--- src/rtl/mult_div_unit.sv ---
// Iterative MIPS MULT/MULTU/DIV/DIVU into HI/LO, plus direct MTHI/MTLO loads.
// Latency DATA_WIDTH+1 cycles (1 for divide-by-zero); start is ignored while busy, no queueing.
// Divider built only when MULTDIV_DIV_EN is defined; otherwise divides complete in 1 cycle with no effect.
module mult_div_unit #(
  parameter int DATA_WIDTH = 32
) (
  input  logic                  clock,
  input  logic                  resetN,
  input  logic                  start,
  input  logic [1:0]            op,
  input  logic [DATA_WIDTH-1:0] a,
  input  logic [DATA_WIDTH-1:0] b,
  input  logic                  hiWrite,
  input  logic                  loWrite,
  input  logic [DATA_WIDTH-1:0] writeData,
  output logic                  busy,
  output logic                  done,
  output logic                  divByZero,
  output logic [DATA_WIDTH-1:0] hi,
  output logic [DATA_WIDTH-1:0] lo
);
  localparam int W  = DATA_WIDTH;
  localparam int CW = $clog2(W + 1);

  typedef enum logic [1:0] {IDLE, CALC, FIX} state_t;
  state_t state;

  // acc[2W:W] is the running upper product / remainder, acc[W-1:0] the multiplier / quotient
  logic [2*W:0]   acc;
  logic [W-1:0]   opb;
  logic [CW-1:0]  count;
  logic           is_div;
  logic           neg_q;

  logic           sgn;
  logic [W-1:0]   a_mag, b_mag;
  logic [W:0]     mul_sum;
  logic [2*W-1:0] prod, prod_n;

  assign sgn     = ~op[0];
  assign a_mag   = (sgn && a[W-1]) ? -a : a;
  assign b_mag   = (sgn && b[W-1]) ? -b : b;
  assign mul_sum = acc[2*W:W] + {1'b0, opb};
  assign prod    = acc[2*W-1:0];
  assign prod_n  = -prod;

`ifdef MULTDIV_DIV_EN
  logic       neg_r;
  logic       dz;
  logic [W:0] shifted, diff;
  logic [W-1:0] quo, rem;

  assign shifted = {acc[2*W-1:W], acc[W-1]};
  assign diff    = shifted - {1'b0, opb};
  assign quo     = neg_q ? -acc[W-1:0] : acc[W-1:0];
  assign rem     = neg_r ? -acc[2*W-1:W] : acc[2*W-1:W];
`endif

  always_ff @(posedge clock or negedge resetN) begin
    if (!resetN) begin
      state     <= IDLE;
      busy      <= 1'b0;
      done      <= 1'b0;
      divByZero <= 1'b0;
      hi        <= '0;
      lo        <= '0;
      acc       <= '0;
      opb       <= '0;
      count     <= '0;
      is_div    <= 1'b0;
      neg_q     <= 1'b0;
`ifdef MULTDIV_DIV_EN
      neg_r     <= 1'b0;
      dz        <= 1'b0;
`endif
    end else begin
      done      <= 1'b0;
      divByZero <= 1'b0;
      case (state)
        IDLE: begin
          if (start) begin
            busy   <= 1'b1;
            is_div <= op[1];
            neg_q  <= sgn & (a[W-1] ^ b[W-1]);
            acc    <= {{(W+1){1'b0}}, op[1] ? a_mag : b_mag};
            opb    <= op[1] ? b_mag : a_mag;
            count  <= CW'(W);
`ifdef MULTDIV_DIV_EN
            neg_r  <= sgn & a[W-1];
            dz     <= op[1] && (b == '0);
            if (op[1] && (b == '0)) begin
              // raw dividend is parked in acc so FIX can copy it to HI
              acc   <= {{(W+1){1'b0}}, a};
              state <= FIX;
            end else begin
              state <= CALC;
            end
`else
            state  <= op[1] ? FIX : CALC;
`endif
          end else begin
            if (hiWrite) hi <= writeData;
            if (loWrite) lo <= writeData;
          end
        end
        CALC: begin
          count <= count - CW'(1);
          if (count == CW'(1)) state <= FIX;
`ifdef MULTDIV_DIV_EN
          if (is_div)
            acc <= {diff[W] ? shifted : diff, acc[W-2:0], ~diff[W]};
          else
            acc <= {1'b0, acc[0] ? mul_sum : acc[2*W:W], acc[W-1:1]};
`else
          acc <= {1'b0, acc[0] ? mul_sum : acc[2*W:W], acc[W-1:1]};
`endif
        end
        FIX: begin
          state <= IDLE;
          busy  <= 1'b0;
          done  <= 1'b1;
`ifdef MULTDIV_DIV_EN
          divByZero <= dz;
          if (dz) begin
            hi <= acc[W-1:0];
            lo <= '1;
          end else if (is_div) begin
            hi <= rem;
            lo <= quo;
          end else begin
            {hi, lo} <= neg_q ? prod_n : prod;
          end
`else
          if (!is_div) {hi, lo} <= neg_q ? prod_n : prod;
`endif
        end
        default: state <= IDLE;
      endcase
    end
  end
endmodule

--- config.mk ---
export PLATFORM = sky130hd
export DESIGN_NAME = mult_div_unit
export DESIGN_NICKNAME = d
export VERILOG_FILES = /design/src/rtl/mult_div_unit.sv
export SDC_FILE = /design/constraint.sdc
export NUM_CORES = 1
export LEC_CHECK = 0
export CORE_UTILIZATION = 51
export DETAILED_ROUTE_END_ITERATION = 8
export PLACE_DENSITY = 0.82
export SYNTH_ARGS = -nofsm -noshare
export SYNTH_HDL_FRONTEND = slang
export SYNTH_SLANG_ARGS = --single-unit
--- constraint.sdc ---
create_clock -name clock -period 2.9 [get_ports clock]
set_clock_uncertainty 0.05 [all_clocks]
set_input_delay 0.58 -clock clock [delete_from_list [all_inputs] [get_ports clock]]
set_output_delay 0.58 -clock clock [all_outputs]
set_load 0.02 [all_outputs]
==> out/qor.yml <==
status:
  outcome: "complete, but fails checks"
  violations: "setup timing"
sta:
  fin_crit_ns: 2.91
  finalHoldViolations: 0
  finalSetupViolCount: 1
  period_share: 1.00
  rsz0062_at_grt: "yes"
  timing.fmax_ghz: 0.343
  setup_ws_ns: -0.0128
  slew_viol_final: 0
  fin_tns_setup_ns: -0.0128
  hold_ws_ns: 0.00736
  worstMarginPinSlew_ns: 0.705
  slew_headroom: 0.530
global_routing:
  grt.overflow.total: 0
  first_global_vias: 12200
  grt_pass1_wl_microns: 66500
  antenna_found_initial: 0
  grtUsageTotal: 0.350
  grt_max_degree: 76
drt:
  vias_per_cell: 6.35
  final_antenna_net_count: 0
  drtIter0Drc: 1323
  routed_wl_microns: 43000
  dr_total_vias: 13300
  wire_per_inst_microns: 20.6
  firstDrtPassIters: 6
  drcViolationCount: 0
logic_synthesis:
  syn_nets: 1606
  yosysSeqAreaShare: 0.349
  synth-xor-area-share: 0.100
  synth-simple-area-share: 0.185
  synthFlopType: "dfrtp_1"
  synth_warnings: 0
  ys_seq_elements: 172
  netlist_instances: 1465
  synth_compound_area_frac: 0.274
  synthMuxAreaShare: 0.0141
  synth_edf_count: 0
  synthArstFlopShare: 1.00
  mappedNetlistArea_sq_mm: 0.0123
  synthAdderAreaFrac: 0.0392
  yosysUniqueCellTypes: 72
  postSynthAreaPerCell_sq_um: 8.42
  synth_top_family_by_area: "compound AO/OA/AOI/OAI gates"
die:
  rows: 56
  initial_core_util: 0.522
  dieArea_sq_mm: 0.0248
  fp.coreArea_sq_mm: 0.0236
  pin_count: 170
  die_x_microns: 157
  die_y_microns: 157
clock_tree:
  clk_path_buf_depth: 2
  root_buffer: "clkbuf_16"
  insertion_delay_ns: 0.44
  path_clk_slew_ns: 0.07
  clock_sink_count: 172
  cts_made_buffers: 17
  tritoncts: "built"
  cts_max_level: 4
  cts_hold_buf: 0
  cts_setup_buffers: 0
worst_setup_path:
  reg2reg_slack_ns: -0.01
  endpoint_kind: "flip-flop"
  worstSetupPathType: "flip-flop to flip-flop"
  cp.required_ns: 3.15
  r2r_end: "hi[31]"
  crit_path_max_fanout: 6
  max_stage_delay_ns: 0.73
  r2r_start: "acc[52]"
  path_cells: "or4_1, nor3_1, or4bb_1, nor4_2, mux2i_1, a21oi_1"
  start_kind: "flip-flop"
  slowest_stage: "or4_1"
  r2r_cells: 6
  critPathArrivalTime_ns: 3.16
placement:
  pre_cts_slack_ns: -0.353
  dpl-instance-area_sq_mm: 0.0156
  io_buffers: 168
  place_congestion: 0.959
  hpwl_microns: 33700
power_and_ir_drop:
  seqPwrFrac: 0.260
  p_per_area_mw_per_mm2: 1090
  switching_share: 0.471
  leakage_nw: 6.95
  vdd_drop_max_mv: 0.469
  p_clk_frac: 0.129
  finalPower_w: 0.0178
  p_comb_frac: 0.611
  p_sw_w: 0.00838
  p_int_w: 0.00943
layout:
  fin_nets: 1900
  layout-drive-gt1-share: 0.166
  nFillCells: 1866
  multi_input_area_sq_mm: 0.00772
  area_growth_pct: 32.8
  diodes: 0
  seqCellArea_sq_mm: 0.00431
  stdcell_area_sq_mm: 0.0164
worst_hold_path:
  hp-class: "input port to async pin"
flow_run:
  maxCapViolCount: 0
[Yosys cell counts (all sizes together), types with 3 or more instances]
cell | n | share of area
dfrtp | 172 | 0.35
nand2 | 148 | 0.045
nor2 | 143 | 0.044
o21ai | 112 | 0.045
a21oi | 108 | 0.044
clkbuf | 84 | 0.026
xnor2 | 73 | 0.052
xor2 | 68 | 0.048
o31ai | 48 | 0.030
ha | 37 | 0.038
a22oi | 34 | 0.021
a21o | 29 | 0.018
nor3 | 28 | 0.012
a221oi | 26 | 0.018
inv | 25 | 0.0076
o41ai | 23 | 0.019
a211oi | 21 | 0.013
a221o | 20 | 0.016
nor4 | 20 | 0.012
or3 | 20 | 0.011
or4 | 20 | 0.013
nand3 | 19 | 0.0077
nand4 | 18 | 0.0096
o221ai | 18 | 0.013
and3 | 15 | 0.0076
buf | 14 | 0.0047
mux2i | 14 | 0.011
a31oi | 11 | 0.0056
or2 | 10 | 0.0051
nor2b | 8 | 0.0041
o211ai | 8 | 0.0049
nand2b | 7 | 0.0036
o21a | 7 | 0.0043
nand3b | 6 | 0.0037
and2 | 5 | 0.0025
o21bai | 5 | 0.0030
o22ai | 5 | 0.0025
a21boi | 4 | 0.0024
a31o | 4 | 0.0028
mux2 | 3 | 0.0027
[how the worst max path moves through the flow]
stage / from / end / slack [ns]
after floorplan: acc[42] / hi[28] / 0.06
after global placement: a[11] / acc[24] / -0.29
after detailed placement: a[11] / acc[24] / -0.35
after CTS: acc[20] / hi[16] / 0.02
after global routing: acc[53] / hi[31] / -0.11
final: acc[52] / hi[31] / -0.01
[layout by cell type (no fill, tap or decap), types with 17 or more instances in the layout]
cell type	instances
buf_4	201
dfrtp_1	171
clkdlybuf4s50_1	166
nand2_1	148
nor2_1	141
o21ai_0	109
a21oi_1	108
xnor2_1	73
xor2_1	68
o31ai_1	43
ha_1	37
a22oi_1	34
a21o_1	29
nor3_1	26
inv_1	24
a221oi_1	23
a211oi_1	20
a221o_1	20
o221ai_1	18
nand3_1	18
nand4_1	17
clkbuf_16	17
[timing repair]
item | in CTS | in global routing
endpoints found under the hold margin | 0 | 0
pin swaps | 0 | 4
setup endpoints to repair | 4 | 28
resized for setup | 2 | 22
[power groups by stage]
stage | clock network, W | registers [W] | logic, W
floorplan | 0 | 0.00484 | 0.00573
global placement | 0 | 0.00456 | 0.0102
detailed placement | 0 | 0.00460 | 0.0104
CTS | 0.00230 | 0.00456 | 0.0106
global route | 0.00241 | 0.00471 | 0.0117
finish | 0.00231 | 0.00463 | 0.0109
[logic make-up after synthesis]
group	count (synthesis)
AO/OA/AOI/OAI	498
AND/OR/NAND/NOR	473
flip-flops	172
XOR/XNOR	141
buffers and inverters	125
adder cells (fa/ha/maj)	38
multiplexers	17
other	1
[sequential cells by signal, indices dropped and copies added (netlist names)]
register,cells
is_div,1
busy,1
done,1
opb,32
lo,32
neg_q,1
hi,32
state,2
count,6
acc,64
[final cells by class]
class	count	share of cell area
Sequential cell	172	0.263
Tap cell	319	0.0244
Timing Repair Buffer	373	0.200
Clock inverter	14	0.00932
Inverter	27	0.00619
Multi-Input combinational cell	1168	0.471
Clock buffer	18	0.0262
[per-stage QoR]
| stage | utilization | instances |
|---|---|---|
| 2_1_floorplan | - | 1465 |
| 3_3_place_gp | 0.662 | 2059 |
| 4_1_cts | 0.687 | 2091 |
| 6_report | 0.693 | 2091 |
| 3_5_place_dp | 0.662 | 2059 |
| 5_1_grt | 0.693 | 2091 |
[metal layers]
| metal | global-route usage | wire length (microns) |
|---|---|---|
| met4 | 0.122 | 1380 |
| met2 | 0.556 | 19200 |
| met1 | 0.485 | 18000 |
| met3 | 0.0526 | 4390 |
| met5 | 0 | 0 |
[worst max-delay path: cells and delay by family (launching register included)]
| kind | cells | cell delay [ns] |
|---|---|---|
| mux | 1 | 0.27 |
| flops | 1 | 0.48 |
| compound gates | 1 | 0.14 |
| simple gates | 4 | 1.82 |
(Power assumes the default switching activity.)
